**src/rtl/proj_pkg.sv**
```systemverilog
// Shared types and constants for the FM fetch path.
// Defines the signature/index request payload, the FM buffer lifecycle states,
// the per-buffer metadata record, the issue FSM states, and the packet
// address shift used to turn a packet index into an FM byte offset.
package proj_pkg;

    localparam int HASHER_EXTENDER_INDICES_COUNT = 4;
    localparam int FM_BUFFER_COUNT               = 2;
    localparam int FM_EXTENDER_BASES_READ_COUNT  = 256;
    localparam int FM_PACKET_SHIFT               = $clog2(FM_EXTENDER_BASES_READ_COUNT);

    localparam int SIG_W   = 16;
    localparam int INDEX_W = 16;
    localparam int LANE_W  = $clog2(HASHER_EXTENDER_INDICES_COUNT);

    typedef struct packed {
        logic [SIG_W-1:0]   signature;
        logic [INDEX_W-1:0] index;
    } signature_index_pack_t;

    typedef enum logic [1:0] {
        FREE     = 2'd0,
        FETCHING = 2'd1,
        FILLED   = 2'd2,
        IN_USE   = 2'd3
    } fm_buf_state_e;

    typedef struct packed {
        logic [LANE_W-1:0]     lane;
        signature_index_pack_t pack;
    } fm_fetch_meta_t;

    typedef enum logic {
        IDLE  = 1'b0,
        ISSUE = 1'b1
    } fetch_fsm_e;

endpackage

```
**src/rtl/rr_arbiter.sv**
```systemverilog
// Round-robin arbiter.
// Ports: req (N request bits), ptr (highest-priority index), gnt (one-hot grant,
// zero when no request). The search starts at ptr and walks upward with wrap.
module rr_arbiter #(
    parameter int N = 4,
    localparam int PW = (N > 1) ? $clog2(N) : 1
) (
    input  logic [N-1:0]  req,
    input  logic [PW-1:0] ptr,
    output logic [N-1:0]  gnt
);

    always_comb begin
        logic          found;
        logic [PW-1:0] idx;
        gnt   = '0;
        found = 1'b0;
        idx   = '0;
        for (int i = 0; i < N; i++) begin
            idx = PW'((int'(ptr) + i) % N);
            if (!found && req[idx]) begin
                gnt[idx] = 1'b1;
                found    = 1'b1;
            end
        end
    end

endmodule

```
**src/rtl/fm_fetch_scheduler.sv**
```systemverilog
// FM packet fetch scheduler.
// Grants one requesting lane at a time (round-robin) into the lowest free FM
// buffer, issues the packet read to the FM, and offers filled buffers to the
// extender strictly in grant order via an inline order FIFO.
// Ports: clk/rst_n; base_addr; req_valid/req_pack/req_ready (lane requests);
// fm_rd_* (read issue), fm_done_* (fill completion); ext_valid/ext_ready/
// ext_buf/ext_lane/ext_pack (delivery); ext_release* (buffer return);
// busy (any buffer in use or read pending); err (sticky protocol error).
module fm_fetch_scheduler
    import proj_pkg::*;
#(
    parameter int NUM_REQ = HASHER_EXTENDER_INDICES_COUNT,
    parameter int NUM_BUF = FM_BUFFER_COUNT,
    parameter int ADDR_W  = 32,
    localparam int BW = $clog2(NUM_BUF),
    localparam int LW = $clog2(NUM_REQ)
) (
    input  logic                                clk,
    input  logic                                rst_n,
    input  logic [ADDR_W-1:0]                   base_addr,
    input  logic [NUM_REQ-1:0]                  req_valid,
    input  signature_index_pack_t [NUM_REQ-1:0] req_pack,
    output logic [NUM_REQ-1:0]                  req_ready,
    output logic                                fm_rd_valid,
    input  logic                                fm_rd_ready,
    output logic [ADDR_W-1:0]                   fm_rd_addr,
    output logic [BW-1:0]                       fm_rd_buf,
    input  logic                                fm_done_valid,
    input  logic [BW-1:0]                       fm_done_buf,
    output logic                                ext_valid,
    input  logic                                ext_ready,
    output logic [BW-1:0]                       ext_buf,
    output logic [LW-1:0]                       ext_lane,
    output signature_index_pack_t               ext_pack,
    input  logic                                ext_release,
    input  logic [BW-1:0]                       ext_release_buf,
    output logic                                busy,
    output logic                                err
);

    fetch_fsm_e     fsm;
    fm_buf_state_e  buf_st   [NUM_BUF];
    fm_buf_state_e  buf_st_n [NUM_BUF];
    fm_fetch_meta_t meta     [NUM_BUF];
    fm_fetch_meta_t meta_n   [NUM_BUF];
    logic [BW-1:0]  fifo     [NUM_BUF];
    logic [BW-1:0]  fifo_n   [NUM_BUF];
    logic [BW-1:0]  rd_ptr, rd_ptr_n, wr_ptr, wr_ptr_n;
    logic [BW:0]    count, count_n;
    logic [LW-1:0]  rr_ptr;

    logic               any_free, grant_en, grant, deliver, err_set;
    logic               issue_n, ext_valid_n, busy_n;
    logic [BW-1:0]      free_idx, head_n;
    logic [LW-1:0]      winner;
    logic [NUM_REQ-1:0] req_masked, gnt;

    function automatic logic [BW-1:0] buf_ptr_inc(input logic [BW-1:0] p);
        return (p == BW'(NUM_BUF - 1)) ? '0 : p + 1'b1;
    endfunction

    // Lowest-index FREE buffer, from registered state only, so a buffer
    // released this cycle becomes grantable one cycle later.
    always_comb begin
        any_free = 1'b0;
        free_idx = '0;
        for (int i = NUM_BUF - 1; i >= 0; i--) begin
            if (buf_st[i] == FREE) begin
                any_free = 1'b1;
                free_idx = BW'(i);
            end
        end
    end

    // Grants are suppressed while in reset so every output reads 0 there.
    assign grant_en   = rst_n && (fsm == IDLE) && any_free;
    assign req_masked = req_valid & {NUM_REQ{grant_en}};

    rr_arbiter #(.N(NUM_REQ)) u_rr_arbiter (
        .req (req_masked),
        .ptr (rr_ptr),
        .gnt (gnt)
    );

    assign req_ready = gnt;
    assign grant     = |gnt;

    always_comb begin
        winner = '0;
        for (int i = 0; i < NUM_REQ; i++) begin
            if (gnt[i]) winner = LW'(i);
        end
    end

    // Next buffer/FIFO state. Each event acts only on a buffer in the state it
    // expects, so the four transitions can never collide on one buffer.
    always_comb begin
        buf_st_n = buf_st;
        meta_n   = meta;
        fifo_n   = fifo;
        rd_ptr_n = rd_ptr;
        wr_ptr_n = wr_ptr;
        err_set  = 1'b0;
        deliver  = ext_valid && ext_ready;

        if (grant) begin
            buf_st_n[free_idx] = FETCHING;
            meta_n[free_idx]   = '{lane: LANE_W'(winner), pack: req_pack[winner]};
            fifo_n[wr_ptr]     = free_idx;
            wr_ptr_n           = buf_ptr_inc(wr_ptr);
        end
        if (fm_done_valid) begin
            if (buf_st[fm_done_buf] == FETCHING) buf_st_n[fm_done_buf] = FILLED;
            else                                 err_set = 1'b1;
        end
        if (deliver) begin
            buf_st_n[fifo[rd_ptr]] = IN_USE;
            rd_ptr_n               = buf_ptr_inc(rd_ptr);
        end
        if (ext_release) begin
            if (buf_st[ext_release_buf] == IN_USE) buf_st_n[ext_release_buf] = FREE;
            else                                   err_set = 1'b1;
        end

        count_n     = count + (BW+1)'(grant) - (BW+1)'(deliver);
        head_n      = fifo_n[rd_ptr_n];
        ext_valid_n = (count_n != '0) && (buf_st_n[head_n] == FILLED);
        issue_n     = (fsm == IDLE) ? grant : !fm_rd_ready;

        busy_n = issue_n;
        for (int i = 0; i < NUM_BUF; i++) begin
            if (buf_st_n[i] != FREE) busy_n = 1'b1;
        end
    end

    always_ff @(posedge clk or negedge rst_n) begin
        if (!rst_n) begin
            fsm         <= IDLE;
            rr_ptr      <= '0;
            rd_ptr      <= '0;
            wr_ptr      <= '0;
            count       <= '0;
            for (int i = 0; i < NUM_BUF; i++) begin
                buf_st[i] <= FREE;
                meta[i]   <= '0;
                fifo[i]   <= '0;
            end
            fm_rd_valid <= 1'b0;
            fm_rd_addr  <= '0;
            fm_rd_buf   <= '0;
            ext_valid   <= 1'b0;
            ext_buf     <= '0;
            ext_lane    <= '0;
            ext_pack    <= '0;
            busy        <= 1'b0;
            err         <= 1'b0;
        end else begin
            buf_st    <= buf_st_n;
            meta      <= meta_n;
            fifo      <= fifo_n;
            rd_ptr    <= rd_ptr_n;
            wr_ptr    <= wr_ptr_n;
            count     <= count_n;
            ext_valid <= ext_valid_n;
            ext_buf   <= head_n;
            ext_lane  <= LW'(meta_n[head_n].lane);
            ext_pack  <= meta_n[head_n].pack;
            busy      <= busy_n;
            err       <= err | err_set;

            case (fsm)
                IDLE: begin
                    if (grant) begin
                        fsm         <= ISSUE;
                        rr_ptr      <= (winner == LW'(NUM_REQ - 1)) ? '0 : winner + 1'b1;
                        fm_rd_valid <= 1'b1;
                        // Sum wraps at ADDR_W; an overflowing address is not an error.
                        fm_rd_addr  <= base_addr
                                     + (ADDR_W'(req_pack[winner].index) << FM_PACKET_SHIFT);
                        fm_rd_buf   <= free_idx;
                    end
                end
                ISSUE: begin
                    if (fm_rd_ready) begin
                        fsm         <= IDLE;
                        fm_rd_valid <= 1'b0;
                    end
                end
                default: fsm <= IDLE;
            endcase
        end
    end

endmodule
```
**config.mk**
```make
export PLATFORM = sky130hd
export DESIGN_NAME = fm_fetch_scheduler
export DESIGN_NICKNAME = d
export VERILOG_FILES = /design/src/rtl/proj_pkg.sv /design/src/rtl/rr_arbiter.sv /design/src/rtl/fm_fetch_scheduler.sv
export SDC_FILE = /design/constraint.sdc
export NUM_CORES = 1
export LEC_CHECK = 0
export BUFFER_PORTS_ARGS = -buffer_cell sky130_fd_sc_hd__buf_2
export CAP_MARGIN = 20
export CORE_UTILIZATION = 50
export CTS_CLUSTER_SIZE = 28
export DETAILED_ROUTE_END_ITERATION = 8
export GPL_TIMING_DRIVEN = 0
export PLACE_DENSITY = 0.78
export SKIP_LAST_GASP = 1
export SYNTH_ARGS = -nofsm -noshare
export SYNTH_HDL_FRONTEND = slang
export SYNTH_SLANG_ARGS = --single-unit
```
**constraint.sdc**
```tcl
create_clock -name clk -period 6.54 [get_ports clk]
set_clock_uncertainty 0.1 [all_clocks]
set_input_delay 0.654 -clock clk [delete_from_list [all_inputs] [get_ports clk]]
set_output_delay 0.654 -clock clk [all_outputs]
set_load 0.01 [all_outputs]
```
==> impl_metrics.csv, run 1 <==
group,metric,value,unit
sta,rsz0062_at_grt,"no",
setup_path,r2r-start,"rr_ptr[0]",
layout,seq_area,3830,um^2
setup_path,reg2reg_slack,390,ps
die,core.rowCount,46,
setup_path,arrival,6330,ps
route,detail-route-antenna-nets,0,
sta,drv_slew,0,
layout,finalNetCount,1271,
run_status,status,"finished clean",
synth,synth_most_common_cell,"dfrtp_1",
grt,grt_max_degree,81,
pwr,leakagePower,5.06,nW
clocking,cts-root-buf,"clkbuf_16",
die,die_h,131,um
route,drt-pass1-iter-count,5,
run,cap_violations,0,
die,coreArea,16100,um^2
synth,synth.area.top_cells,"dfrtp_1 (46%), nand2_1 (4.8%), mux2_2 (4.5%)",
layout,final_util,65.1,%
clocking,cts.sinks,153,
synth,yosys-top-cells-count,"dfrtp_1 (153), nand2_1 (107), o21ai_0 (60)",
grt,grt-ovfl-total,0,
route,via_per_inst,5.67,
setup_path,crit_path_end_kind,"flip-flop",
place,place_hpwl,17.4,mm
place,post-place-cells,1269,
die,io_pins,248,
sta,worst_pin_slew,755,ps
place,postPlaceCellArea,9850,um^2
setup_path,critPathLaunchType,"flip-flop",
sta,whs,194,ps
synth,yosysTopAreaCellShare,46.1,%
setup_path,worstPathMaxFanout,10,
setup_path,worstPathRequired,6720,ps
grt,antenna_found_initial,0,
route,vias,7382,
route,routed_wl,23.3,mm
place,numPortBuffers,247,
hold_path,hold_class,"input port to asynchronous set/reset pin",
synth,post_synth_instance_area,8310,um^2
layout,stdcell_count,1301,
clocking,ctsHoldBuffers,0,
sta,hold_viol,0,
synth,postSynthCellCount,805,
layout,multi_input_area,4110,um^2
layout,finish.instance_area,10500,um^2
setup_path,r2r_cells,23,
clocking,cts.path.max_buffers,2,
route,drc,0,
layout,diodes,0,
grt,grt_pass1_vias,6938,
clocking,worstSkewPairLatency,420,ps
route,drt_iter0_drc,436,
clocking,numCtsBuffers,17,
place,globalplace.congestion,0.885,
sta,finalCritPeriodShare,94.1,%
sta,max_freq,0.163,GHz
pwr,p_per_area,520,nW/um^2
sta,fin_setup_tns,0,ps
die,initial_core_util,51.8,%
synth,seq_area_frac_synth,46.1,%
synth,postSynthAreaPerCell,10.3,um^2
setup_path,setup.worst_path.class,"flip-flop to flip-flop",
synth,synth_warnings,0,
setup_path,reg2reg_to,"fm_rd_addr[28]",
synth,synthArstFlopShare,100,%
die,dieArea,17100,um^2
synth,synth_area_leader_cell,"dfrtp_1",
layout,fillerInstances,1313,
route,routedWlPerCell,17.9,um
pwr,vdd_ir_drop_max,254,uV
clocking,clk_pin_slew,60,ps
synth,synth_edf_count,0,
synth,synth_nets,1003,
synth,synth_flop_cell,"dfrtp_1",
die,dieWidth,131,um
synth,synth_cell_type_count,76,
grt,grtUsageTotal,28.1,%
sta,fin_crit,6150,ps
grt,grt_pass1_wl,35.9,mm
layout,area_growth_syn_to_layout,25.8,%
layout,layout-drive-gt1-share,36.1,%
synth,synth-seq-cells,153,
clocking,htreeDepth,4,
clocking,cts_tree,"done",
sta,finalSetupViolations,0,
sta,maxSlewHeadroom,49.7,%
[worst max-delay path: stages (launching register included)]
cell and delay (ps):
dfrtp_1 520, inv_1 220, ha_1 400, nor4bb_1 160
a22o_1 260, or2_4 280, a221oi_2 350, a21o_1 160
buf_2 220, nand2_2 180, buf_2 230, a221oi_1 460
a21oi_2 140, inv_1 190, fa_1 240, nor2b_1 80
o31a_1 260, o21a_1 190, a21bo_2 250, a211oi_2 310
nor3_2 130, o311ai_0 400, xor2_1 170, o21ai_0 100
[cells in the final DEF (no fill, tap or decap), types with 22 or more instances in the layout]
cell type  instances
a21oi_1           29
ha_1              25
a221oi_1          22
nor2_1            42
buf_2            263
nand2_1          107
inv_1             38
o21ai_0           60
mux2_2            33
dfrtp_1          153
[routing by layer]
layer | share of wire, % | up-vias | GRT usage [%]
li1 | - | 3486 | -
met5 | 0 | - | 0
met2 | 48 | 330 | 47.2
met3 | 7.5 | 28 | 6.11
met1 | 43 | 3538 | 36.3
met4 | 1.6 | 0 | 8.72
[worst max path at each step]
| stage | endpoint | from | depth (start not counted) |
|---|---|---|---|
| after floorplan | fm_rd_addr[31] | rr_ptr[0] | 22 |
| after global placement | fm_rd_addr[31] | rst_n | 18 |
| after detailed placement | fm_rd_addr[31] | rr_ptr[0] | 21 |
| after CTS | fm_rd_addr[31] | rr_ptr[0] | 22 |
| after global routing | fm_rd_addr[29] | rr_ptr[0] | 22 |
| final | fm_rd_addr[28] | rr_ptr[0] | 23 |
[through the flow]
step | power (mW) | setup slack [ps]
6_report | 5.43 | 389
5_1_grt | 5.82 | 47.8
4_1_cts | 5.43 | 194
3_5_place_dp | 4.46 | -184
3_3_place_gp | 4.37 | -2040
2_1_floorplan | 3.60 | 1170
[state kept, by name (all words and copies together), names as in the netlist]
name / flops
err: 1
fm_rd_buf: 1
wr_ptr: 1
fm_rd_valid: 1
rd_ptr: 1
fm_rd_addr: 32
meta: 68
count: 2
fsm: 1
ext_pack: 32
ext_valid: 1
ext_lane: 2
fifo: 2
busy: 1
ext_buf: 1
buf_st: 4
rr_ptr: 2
[power breakdown]
| part | total (mW) | switching (mW) | internal [mW] |
|---|---|---|---|
| Combinational | 2.86 | 1.66 | 1.20 |
| Sequential | 1.63 | 0.219 | 1.41 |
| Clock | 0.949 | 0.384 | 0.565 |
[final cells by class]
class / count / share of cell area [%]
multi-input cells: 565 / 39.3
flip-flops and latches: 153 / 36.6
repair buffers: 249 / 12.2
clock buffers: 18 / 4.20
well taps: 216 / 2.58
plain buffers: 48 / 2.39
inverters: 39 / 1.45
clock inverters: 13 / 1.24
[kinds of logic after synthesis]
logic type / count (synthesis) / share of synthesized area [%]
buf+inv: 87 / 4.80
xor+xnor: 26 / 2.74
fa+ha+maj: 26 / 4.00
compound gates: 257 / 24.9
simple gates: 218 / 12.1
flops: 153 / 46.1
mux: 38 / 5.37
[repair_timing]
item,4_1_cts,5_1_grt
endpoints found under the hold margin,0,0
pin swaps,0,1
buffers inserted,0,1
gates cloned,0,0
endpoints found under the setup margin,4,7
resized for setup,2,5
(Power assumes the default switching activity.)
==> inputs of run 2 (changes only) <==
--- a/config.mk
+++ b/config.mk
@@ -12,6 +12,7 @@
 export DETAILED_ROUTE_END_ITERATION = 8
 export GPL_TIMING_DRIVEN = 0
 export PLACE_DENSITY = 0.78
+export REMOVE_ABC_BUFFERS = 1
 export SKIP_LAST_GASP = 1
 export SYNTH_ARGS = -nofsm -noshare
 export SYNTH_HDL_FRONTEND = slang
==> impl_metrics.csv, run 2 (same netlist as run 1, synthesis figures left out) <==
group,metric,value,unit
grt,grtUsageTotal,25.5,%
clocking,worstSkewPairLatency,420,ps
pwr,p_per_area,518,nW/um^2
route,via_per_inst,5.61,
run_status,status,"finished clean",
pwr,leakagePower,5.05,nW
sta,finalSetupViolations,0,
layout,top_register,"meta",
layout,finalNetCount,1238,
setup_path,setup.worst_path.class,"flip-flop to flip-flop",
sta,rsz0062_at_grt,"no",
sta,finalCritPeriodShare,93.5,%
clocking,cts.path.max_buffers,2,
sta,maxSlewHeadroom,31.4,%
layout,reg.largest.list,"meta x68, ext_pack x32, fm_rd_addr x32",
setup_path,cpPeakStageDelay,500,ps
die,io_pins,248,
setup_path,r2r_cells,22,
run,cap_violations,0,
setup_path,critPathTopFamily,"compound AO/OA/AOI/OAI gates",
clocking,clk_pin_slew,70,ps
die,dieWidth,131,um
hold_path,hold_class,"input port to asynchronous set/reset pin",
grt,grt_max_degree,82,
layout,area_growth_syn_to_layout,26.1,%
die,coreArea,16100,um^2
setup_path,r2r-start,"rr_ptr[0]",
setup_path,arrival,6360,ps
grt,grt-ovfl-total,0,
setup_path,crit_path_end_kind,"flip-flop",
grt,grt_pass1_wl,33.2,mm
clocking,ctsHoldBuffers,0,
route,routed_wl,21.6,mm
clocking,htreeDepth,4,
sta,worst_pin_slew,1030,ps
route,routedWlPerCell,17.0,um
setup_path,crit_path_top_delay_cell,"dfrtp_1",
route,drc,0,
die,die_h,131,um
layout,most-common-layout-cells,"buf_2 (246), dfrtp_1 (153), nand2_1 (106)",
clocking,numCtsBuffers,17,
setup_path,critPathLaunchType,"flip-flop",
place,place_hpwl,15.5,mm
setup_path,worst-path-buf-inv,2,
clocking,cts.sinks,153,
sta,max_freq,0.164,GHz
layout,largest_reg_flops,68,
layout,diodes,0,
layout,final_common_cell,"buf_2",
die,core.rowCount,46,
route,detail-route-antenna-nets,0,
place,pre_cts_ws,-343,ps
die,initial_core_util,51.8,%
place,numPortBuffers,247,
route,drt_iter0_drc,326,
clocking,cts_tree,"done",
route,vias,7107,
sta,hold_viol,0,
sta,worst_slack,424,ps
setup_path,worstPathMaxFanout,14,
sta,drv_slew,0,
layout,layout-drive-gt1-share,36.1,%
clocking,cts-root-buf,"clkbuf_16",
die,dieArea,17100,um^2
setup_path,reg2reg_to,"fm_rd_addr[28]",
route,drt-pass1-iter-count,5,
place,globalplace.congestion,0.849,
pwr,vdd_ir_drop_max,242,uV
pwr,p_total,5.43,mW
sta,fin_crit,6120,ps
grt,grt_pass1_vias,6650,
setup_path,worstPathRequired,6780,ps
grt,antenna_found_initial,0,
setup_path,worstPathCellList,"inv_1 > ha_1 > nor4bb_1 > a22o_1 > or2_4 > a221oi_2 > a21o_4 > and2_4 > a22oi_1 > a21oi_1 > ha_1 > inv_1 > fa_1 > nor2b_1 > o31a_1 > o21a_1 > a21bo_2 > a211oi_2 > nor3_1 > o311ai_0 > xor2_1 > o21ai_0",
setup_path,reg2reg_slack,420,ps
[run 2: cell types whose count changed in the layout (fill, tap and decap cells not counted), sizes merged]
cell,before,now
and2,2,3
buf,276,263
bufinv,2,3
clkbuf,39,19
clkinv,8,6
clkinvlp,3,1
inv,39,40
[run 2: layout make-up]
| class | instances | area [um^2] |
|---|---|---|
| clock buffers | 19 | 453 |
| multi-input cells | 566 | 4140 |
| clock inverters | 11 | 148 |
| inverters | 39 | 151 |
| well taps | 216 | 270 |
| flip-flops and latches | 153 | 3830 |
| repair buffers | 263 | 1490 |
| fillers | 1282 | 5580 |
[run 2: timing repair]
action,CTS,global route
resized for setup,3,4
buffers inserted,1,0
endpoints found under the setup margin,8,9
cloned,0,1
pin swaps,1,1
[run 2: how the worst max path moves through the flow]
stage / startpoint / slack [ps] / depth (start not counted) / to
6_report: rr_ptr[0] / 420 / 22 / fm_rd_addr[28]
2_1_floorplan: rr_ptr[0] / 690 / 20 / fm_rd_addr[31]
3_5_place_dp: rr_ptr[0] / -340 / 20 / fm_rd_addr[31]
4_1_cts: rr_ptr[0] / 70 / 20 / fm_rd_addr[31]
3_3_place_gp: rst_n / -2590 / 7 / ext_pack[16]
5_1_grt: rr_ptr[0] / 40 / 22 / fm_rd_addr[28]
[run 2: where the power goes]
part | switching [mW] | internal [mW] | total (mW)
clock | 0.387 | 0.617 | 1.00
combinational | 1.59 | 1.20 | 2.79
sequential | 0.230 | 1.41 | 1.64
total | 2.21 | 3.23 | 5.43
[run 2: per-layer routing]
metal	track usage, %	share of wire [%]	wire, um
met1	30.8	43	9340
met4	7.78	1.1	244
met3	6.84	5.9	1280
met2	44.5	50	10700
met5	0	0	0
[run 2: through the flow]
step | hold WS [ps] | cell area [um^2] | instances | setup TNS (ps) | utilization [%]
2_1_floorplan | 258 | 8060 | 757 | 0 | -
6_report | 175 | 10500 | 1267 | 0 | 65.3
4_1_cts | 211 | 10500 | 1266 | 0 | 65.1
3_5_place_dp | 350 | 9830 | 1235 | -1430 | 61.2
5_1_grt | 226 | 10500 | 1267 | 0 | 65.3
3_3_place_gp | 346 | 9570 | 1220 | -175730 | 59.6
==> inputs of run 3 (changes only) <==
--- a/config.mk
+++ b/config.mk
@@ -10,7 +10,6 @@
 export CORE_UTILIZATION = 50
 export CTS_CLUSTER_SIZE = 28
 export DETAILED_ROUTE_END_ITERATION = 8
-export GPL_TIMING_DRIVEN = 0
 export PLACE_DENSITY = 0.78
 export REMOVE_ABC_BUFFERS = 1
 export SKIP_LAST_GASP = 1
==> constraint.sdc (replaced) <==
create_clock -name clk -period 6.54 [get_ports clk]
set_clock_uncertainty 0.1 [all_clocks]
set_input_delay 0.654 -clock clk [delete_from_list [all_inputs] [get_ports clk]]
set_output_delay 0.654 -clock clk [all_outputs]
set_load 0.1 [all_outputs]
==> impl_metrics.csv, run 3 (same netlist as run 1, synthesis figures left out) <==
group,metric,value,unit
run_status,status,"finished clean",
route,drt_iter0_drc,308,
layout,largest_reg_flops,68,
layout,area_growth_syn_to_layout,24.0,%
clocking,cts_tree,"done",
sta,finalCritPeriodShare,90.7,%
grt,grtUsageTotal,26.8,%
setup_path,reg2reg_to,"fm_rd_addr[31]",
place,pre_cts_ws,3.16,ps
setup_path,worstPathRequired,6770,ps
grt,grt_max_degree,80,
sta,fin_crit,5930,ps
grt,grt_pass1_vias,6883,
grt,antenna_found_initial,2,
die,io_pins,248,
grt,grt_util_met2,46.0,%
place,numPortBuffers,247,
clocking,clk_pin_slew,60,ps
sta,max_freq,0.168,GHz
setup_path,r2r_cells,20,
layout,finalNetCount,1235,
sta,worst_slack,605,ps
clocking,cts-root-buf,"clkbuf_16",
layout,most-common-layout-cells,"buf_2 (246), dfrtp_1 (153), nand2_1 (106)",
setup_path,crit_path_end_kind,"flip-flop",
sta,finalSetupViolations,0,
place,globalplace.congestion,0.859,
die,core.rowCount,46,
sta,hold_viol,0,
die,die_h,131,um
sta,worst_pin_slew,1090,ps
setup_path,cp_common_cell,"o21ai_0",
layout,final_common_cell,"buf_2",
route,drc,0,
die,coreArea,16100,um^2
setup_path,critPathLaunchType,"flip-flop",
grt,grt-ovfl-total,0,
setup_path,arrival,6170,ps
die,dieArea,17100,um^2
setup_path,r2r-start,"rr_ptr[0]",
grt,busiest_layer,"met2",
sta,drv_slew,0,
clocking,worstSkewPairLatency,420,ps
setup_path,worstPathMaxFanout,17,
setup_path,worstPathCellList,"inv_1 > ha_1 > nor4bb_1 > a22o_1 > or2_4 > a221oi_2 > a21o_2 > nand2_2 > a221oi_1 > a21oi_2 > ha_1 > a21o_1 > a21oi_1 > o21ai_0 > a221oi_2 > o21ai_0 > o41ai_2 > nor3b_1 > xnor2_1 > o21ai_0",
setup_path,reg2reg_slack,610,ps
place,place_hpwl,15.7,mm
clocking,htreeDepth,4,
run,cap_violations,0,
route,detail-route-antenna-nets,0,
grt,gr-usage-met3,5.62,%
die,initial_core_util,51.8,%
setup_path,setup.worst_path.class,"flip-flop to flip-flop",
clocking,cts.path.max_buffers,2,
grt,grt_pass1_wl,34.5,mm
sta,fin_setup_tns,0,ps
layout,reg.largest.list,"meta x68, ext_pack x32, fm_rd_addr x32",
route,via_per_inst,5.67,
clocking,numCtsBuffers,17,
sta,rsz0062_at_grt,"no",
hold_path,hold_class,"input port to asynchronous set/reset pin",
grt,grt_util_met1,33.4,%
layout,top_register,"meta",
setup_path,crit_path_top_delay_cell,"dfrtp_1",
route,drt-pass1-iter-count,5,
clocking,cts.sinks,153,
route,routedWlPerCell,17.5,um
setup_path,cpPeakStageDelay,500,ps
route,routed_wl,22.1,mm
die,dieWidth,131,um
layout,layout-drive-gt1-share,35.4,%
route,vias,7171,
layout,fillerInstances,1328,
clocking,cts_setup_buffers,0,
sta,maxSlewHeadroom,27.5,%
[run 3: changes by cell type in the layout (fill, tap and decap cells not counted), moves of 2 or more]
cell | previous run | this run
buf_4 | 5 | 13
buf_16 | 5 | 1
buf_6 | 5 | 1
clkbuf_1 | 0 | 4
clkinv_4 | 3 | 0
buf_8 | 2 | 0
clkinvlp_4 | 1 | 3
[run 3: metal layers]
layer | part of all wire (%) | wire, um
met3 | 5.9 | 1310
met1 | 43 | 9580
met5 | 0.059 | 13
met4 | 1.8 | 404
met2 | 49 | 10800
[run 3: worst max path at each step]
| stage | from | end | slack (ps) |
|---|---|---|---|
| 2_1_floorplan | rr_ptr[0] | ext_pack[16] | 150 |
| 3_3_place_gp | rr_ptr[0] | fm_rd_addr[31] | 260 |
| 3_5_place_dp | rr_ptr[0] | fm_rd_addr[31] | 3 |
| 4_1_cts | rr_ptr[0] | fm_rd_addr[31] | 20 |
| 5_1_grt | rr_ptr[0] | fm_rd_addr[31] | 150 |
| 6_report | rr_ptr[0] | fm_rd_addr[31] | 610 |
[run 3: critical path: cells and delay by family (launching register included)]
kind / cells / cell delay (ps)
AO/OA/AOI/OAI: 12 / 3320
AND/OR/NAND/NOR: 4 / 880
adder cells (fa/ha/maj): 2 / 690
flip-flops: 1 / 500
buffers and inverters: 1 / 210
XOR/XNOR: 1 / 150
[run 3: what timing repair did]
action / in CTS / in global routing
gates resized for setup: 0 / 4
endpoints found under the setup margin: 0 / 5
hold endpoints to repair: 0 / 0
hold buffers: 0 / 0
[run 3: cell type report]
| cell class | count | area, um^2 | share of cell area [%] |
|---|---|---|---|
| clock inverter | 8 | 123 | 1.19 |
| antenna | 1 | 2.50 | 0.0243 |
| timing repair buffer | 261 | 1370 | 13.3 |
| sequential | 153 | 3830 | 37.1 |
| inverter | 39 | 151 | 1.47 |
| multi-input combinational | 565 | 4110 | 39.9 |
| clock buffer | 22 | 454 | 4.41 |
| tap | 216 | 270 | 2.62 |
[run 3: through the flow]
step	utilization [%]	cells	hold WS (ps)	area, um^2
floorplan	-	757	258	8060
global placement	60.3	1233	346	9690
detailed placement	60.3	1233	351	9690
CTS	63.9	1263	313	10300
global route	64.2	1265	120	10300
finish	64.2	1265	115	10300
Power of run 3 is not shown: default switching activity piles up to over one toggle a cycle in this logic, so the estimate is an artifact.
